[src/rtl/m_div_iter.sv]
// rtl/m_div_iter.sv - iterative restoring unsigned divider, one quotient bit per clock
module m_div_iter #(
    parameter int WIDTH = 16
) (
    input  logic             clk,
    input  logic             reset,
    input  logic             cal,
    input  logic [WIDTH-1:0] dividend,
    input  logic [WIDTH-1:0] divisor,
    output logic             fin,
    output logic             busy,
    output logic [WIDTH-1:0] quotient,
    output logic [WIDTH-1:0] remainder,
    output logic             div_zero
);

    localparam int CW = $clog2(WIDTH) + 1;

    typedef enum logic [1:0] {S_IDLE, S_RUN, S_DONE} state_t;

    state_t           state, state_nx;
    logic [WIDTH-1:0] dvd_r, dvs_r, quo_r;
    logic [WIDTH:0]   rem_r;
    logic [CW-1:0]    cnt;

    logic [WIDTH:0]   shifted, trial;
    logic [WIDTH+1:0] diff;
    logic             q_bit, zero_div, last, complete;

    logic             fin_d, busy_d, dz_d;
    logic [WIDTH-1:0] quo_d, rem_d;

    // One restoring step: shift in the next dividend bit, keep the difference if it fits.
    always_comb begin
        shifted  = {rem_r[WIDTH-1:0], dvd_r[WIDTH-1]};
        diff     = {1'b0, shifted} - {2'b00, dvs_r};
        q_bit    = ~diff[WIDTH+1];
        trial    = q_bit ? diff[WIDTH:0] : shifted;
        zero_div = (dvs_r == '0);
        last     = (cnt == CW'(WIDTH - 1));
        complete = (state == S_RUN) && (zero_div || last);
    end

    always_ff @(posedge clk or posedge reset) begin
        if (reset) begin
            state <= S_IDLE;
        end else begin
            state <= state_nx;
        end
    end

    // Completion wins over a simultaneous cal drop; DONE then leaves on the next edge.
    always_comb begin
        state_nx = state;
        case (state)
            S_IDLE:  if (cal) state_nx = S_RUN;
            S_RUN: begin
                if (complete)  state_nx = S_DONE;
                else if (!cal) state_nx = S_IDLE;
            end
            S_DONE:  if (!cal) state_nx = S_IDLE;
            default: state_nx = S_IDLE;
        endcase
    end

    always_comb begin
        fin_d  = complete;
        busy_d = (state_nx == S_RUN);
        quo_d  = quotient;
        rem_d  = remainder;
        dz_d   = div_zero;
        if (complete) begin
            if (zero_div) begin
                quo_d = '1;
                rem_d = dvd_r;
                dz_d  = 1'b1;
            end else begin
                quo_d = {quo_r[WIDTH-2:0], q_bit};
                rem_d = trial[WIDTH-1:0];
                dz_d  = 1'b0;
            end
        end
    end

    always_ff @(posedge clk or posedge reset) begin
        if (reset) begin
            dvd_r     <= '0;
            dvs_r     <= '0;
            quo_r     <= '0;
            rem_r     <= '0;
            cnt       <= '0;
            fin       <= 1'b0;
            busy      <= 1'b0;
            quotient  <= '0;
            remainder <= '0;
            div_zero  <= 1'b0;
        end else begin
            fin       <= fin_d;
            busy      <= busy_d;
            quotient  <= quo_d;
            remainder <= rem_d;
            div_zero  <= dz_d;
            if (state == S_IDLE && cal) begin
                dvd_r <= dividend;
                dvs_r <= divisor;
                quo_r <= '0;
                rem_r <= '0;
                cnt   <= '0;
            end else if (state == S_RUN && (cal || complete)) begin
                dvd_r <= {dvd_r[WIDTH-2:0], 1'b0};
                quo_r <= {quo_r[WIDTH-2:0], q_bit};
                rem_r <= trial;
                cnt   <= cnt + 1'b1;
            end
        end
    end

endmodule

[config.mk]
export PLATFORM = sky130hd
export DESIGN_NAME = m_div_iter
export DESIGN_NICKNAME = d
export VERILOG_FILES = /design/src/rtl/m_div_iter.sv
export SDC_FILE = /design/constraint.sdc
export NUM_CORES = 1
export LEC_CHECK = 0
export BUFFER_PORTS_ARGS = -buffer_cell sky130_fd_sc_hd__buf_2
export CAP_MARGIN = 20
export CORE_ASPECT_RATIO = 0.75
export CORE_MARGIN = 2
export CORE_UTILIZATION = 52
export DETAILED_ROUTE_END_ITERATION = 8
export GPL_TIMING_DRIVEN = 0
export HOLD_SLACK_MARGIN = 0.02
export MAX_ROUTING_LAYER = met4
export PLACE_DENSITY = 0.76
export SLEW_MARGIN = 40
export SYNTH_ARGS = -nofsm -noshare
export SYNTH_HDL_FRONTEND = slang
export SYNTH_SLANG_ARGS = --single-unit
[constraint.sdc]
create_clock -name clk -period 3.08 [get_ports clk]
set_input_delay 0.308 -clock clk [delete_from_list [all_inputs] [get_ports clk]]
set_output_delay 0.308 -clock clk [all_outputs]
set_load 0.02 [all_outputs]
==> results.py <==
metrics = {
    "run_status": {
        "status": "completed",
    },
    "routing": {
        "routedWlPerCell_um": 17.3,
        "remaining_drc_errors": 0,
        "vias_per_cell": 5.83,
        "firstDrtPassIters": 7,
        "vias": 4293,
        "wirelength_mm": 12.8,
        "ant_nets": 0,
        "drt_iter0_drc": 546,
    },
    "synthesis": {
        "synthTopCellsByArea": "dfrtp_1 52%, nand2_1 6.1%, o21ai_0 6.0%",
        "yosysSeqAreaShare_pct": 51.7,
        "synthArstFlopShare_pct": 100,
        "avgSynthCellArea_um2": 9.84,
        "netlist_instances": 516,
        "synth-edff-count": 0,
        "ys.flop_type": "dfrtp_1",
        "netlist_area_mm2": 0.00508,
        "yosysWarnings": 0,
        "yosysTopAreaCell": "dfrtp_1",
        "synthDistinctLibCells": 54,
        "syn_nets": 570,
        "synth_top_area_share_pct": 51.7,
        "ys_ff_latch": 105,
    },
    "worst_setup_path": {
        "crit_fanout": 3,
        "crit_required_ns": 3.29,
        "start_kind": "flop",
        "crit_path_end_kind": "flop",
        "arrival_ns": 3.17,
        "crit_type": "reg -> reg",
        "path_cells": "inv_2 > ha_2 > inv_1 > fa_1 > a21o_1 > a221o_1 > buf_4 > a21o_1 > a21oi_1 > xnor2_1 > mux2i_1 > o21ai_0",
        "slowest_stage": "dfrtp_1",
        "crit_top_cell": "a21o_1",
        "critPathMaxStageDelay_ns": 0.43,
    },
    "cts": {
        "clk_pin_slew_worst_paths_ns": 0.07,
        "root_buffer": "clkbuf_16",
        "cts_buffer_depth": 2,
        "htreeDepth": 3,
        "numCtsBuffers": 9,
        "insertion_delay_ns": 0.36,
        "cts_tree": "yes",
        "clock-sinks": 105,
    },
    "cells_and_area": {
        "flow.area_growth_from_synthesis_pct": 17.1,
        "fin_util_pct": 62.1,
        "n_antenna_cell": 0,
        "drive_gt1_share_pct": 17.9,
        "nNetsFinal": 653,
    },
    "sta": {
        "setup_violations": 0,
        "layout_min_cycle_time_ns": 2.96,
        "tightest_slew_ns": 0.822,
        "slew_headroom_pct": 44.8,
        "fin_ws_ns": 0.120,
        "clock_skew_ns": 0.0109,
        "max_freq_ghz": 0.338,
        "rsz0062_at_grt": "false",
        "finalCritPeriodShare_pct": 96.1,
        "slew_violations": 0,
        "finalHoldViolCount": 0,
    },
    "die": {
        "fp.dieArea_mm2": 0.0106,
        "die_w_um": 118,
        "die-height_um": 89.6,
        "ios": 70,
        "core-area_mm2": 0.00958,
        "initial_utilization_pct": 53.0,
        "row_count": 31,
    },
    "placement": {
        "dp_hpwl_mm": 9.43,
        "place_congestion": 0.859,
        "port_buffers": 69,
        "pre_cts_slack_ns": 0.150,
    },
    "global_route": {
        "grt_pass1_wl_mm": 20.6,
        "antenna_found_initial": 0,
        "gr-total-overflow": 0,
        "grt_pass1_vias": 4013,
        "grtUsageTotal_pct": 26.0,
        "grt_max_degree": 82,
    },
    "min_path": {
        "hold_class": "in -> reg",
    },
    "pwr": {
        "comb_power_share_pct": 37.7,
        "intPower_uw": 2830,
        "swShare_pct": 37.7,
        "p_leak_uw": 0.00302,
        "p_seq_share_pct": 37.3,
        "p_switching_uw": 1710,
        "power_density_mw_per_mm2": 763,
        "clkPwrFrac_pct": 25.1,
        "ir_drop_mv": 0.350,
    },
    "flow_run": {
        "maxCapViolCount": 0,
    },
}
[flip-flops by register name, indices dropped and copies added (netlist names)]
| register | count |
|---|---|
| rem_r | 16 |
| state | 2 |
| fin | 1 |
| remainder | 16 |
| div_zero | 1 |
| dvs_r | 16 |
| quo_r | 15 |
| quotient | 16 |
| cnt | 5 |
| busy | 1 |
| dvd_r | 16 |
[repair_timing]
item                       4_1_cts  5_1_grt
buffers inserted                 0        1
hold buffers                     1        0
hold endpoints to repair        24        0
resized for setup                0        3
setup endpoints to repair        0        2
[through the flow]
stage          total power (uW)  hold WS [ns]  area [um^2]  std cells  setup TNS, ns
3_3_place_gp               3280         0.448         5590        717        -116.95
6_report                   4540         0.158         5950        736              0
4_1_cts                    4490         0.152         5930        735              0
2_1_floorplan              2930         0.425         5080        516              0
5_1_grt                    4800         0.157         5950        736              0
3_5_place_dp               3340         0.263         5630        718              0
[path summary, 6_finish.rpt]
kind | start | end | slack (ns) | cells past startpoint
worst max-delay path | dvd_r[15] | rem_r[8] | 0.12 | 12
worst min-delay path | divisor[5] | dvs_r[5] | 0.16 | 3
worst max register to register | dvd_r[15] | rem_r[8] | 0.12 | 12
worst min register to register | quotient[14] | quotient[14] | 0.46 | 2
max in group asynchronous | reset | dvd_r[15] | 2.02 | 4
min in group asynchronous | reset | remainder[2] | 0.43 | 3
[synthesized netlist by cell type (all sizes together), types with 4 or more instances]
cell type,n
dfrtp,105
nand2,83
o21ai,68
inv,39
a21oi,21
a22o,18
clkbuf,18
ha,18
nor2,18
a222oi,15
buf,9
a211oi,7
a21o,7
mux2i,7
nor3,7
xnor2,7
nand3,6
o22ai,5
xor2,5
a22oi,4
a31oi,4
and3,4
nor4,4
o21a,4
or3,4
[power by group through the flow]
stage / clock network, uW / logic (uW) / registers, uW
6_report: 1140 / 1710 / 1690
5_1_grt: 1210 / 1870 / 1720
4_1_cts: 1160 / 1640 / 1690
3_5_place_dp: 0 / 1630 / 1710
3_3_place_gp: 0 / 1570 / 1710
2_1_floorplan: 0 / 1250 / 1680
[cell usage in the layout (no fill, tap or decap), types with 5 or more instances in the layout]
master / count
dfrtp_1: 105
nand2_1: 83
buf_2: 74
o21ai_0: 61
inv_1: 37
a21oi_1: 21
clkbuf_1: 18
a22o_1: 18
nor2_1: 17
ha_1: 17
a222oi_1: 15
clkbuf_16: 9
a21o_1: 7
mux2i_1: 7
xnor2_1: 7
nor3_1: 7
nand3_1: 6
o21ai_1: 6
a211oi_1: 5
xor2_1: 5
o22ai_1: 5
[worst max-delay path: cells and delay by family (launching register included)]
kind / cells / cell delay [ns]
flip-flops: 1 / 0.43
XOR/XNOR: 1 / 0.10
multiplexers: 1 / 0.24
adder cells (fa/ha/maj): 2 / 0.60
buffers and inverters: 3 / 0.32
AO/OA/AOI/OAI: 5 / 1.12
[cells by family (layout without fill, tap and decap cells)]
family / after synthesis / in the layout / synth area share (%)
buffers and inverters: 66 / 154 / 5.44
multiplexers: 8 / 8 / 1.60
AND/OR/NAND/NOR: 139 / 139 / 12.2
XOR/XNOR: 12 / 12 / 2.07
flip-flops: 105 / 105 / 51.7
AO/OA/AOI/OAI: 167 / 167 / 22.2
adder cells (fa/ha/maj): 19 / 19 / 4.83
[area by class of cell]
cell class,instances,area [um^2]
timing repair buffer,72,390
clock inverter,7,66.3
multi-input combinational,345,2190
sequential,105,2630
tap,132,165
buffer,27,130
clock buffer,9,225
fill,862,3630
inverter,39,154
[layer usage]
metal	track usage [%]	vias to the layer above	wire length, um
li1	-	2022	-
met1	36.8	2112	6180
met2	39.6	149	5700
met3	4.80	10	771
met4	5.48	0	113
met5	-	-	0
No activity file was read; power rests on OpenSTA's default activity.
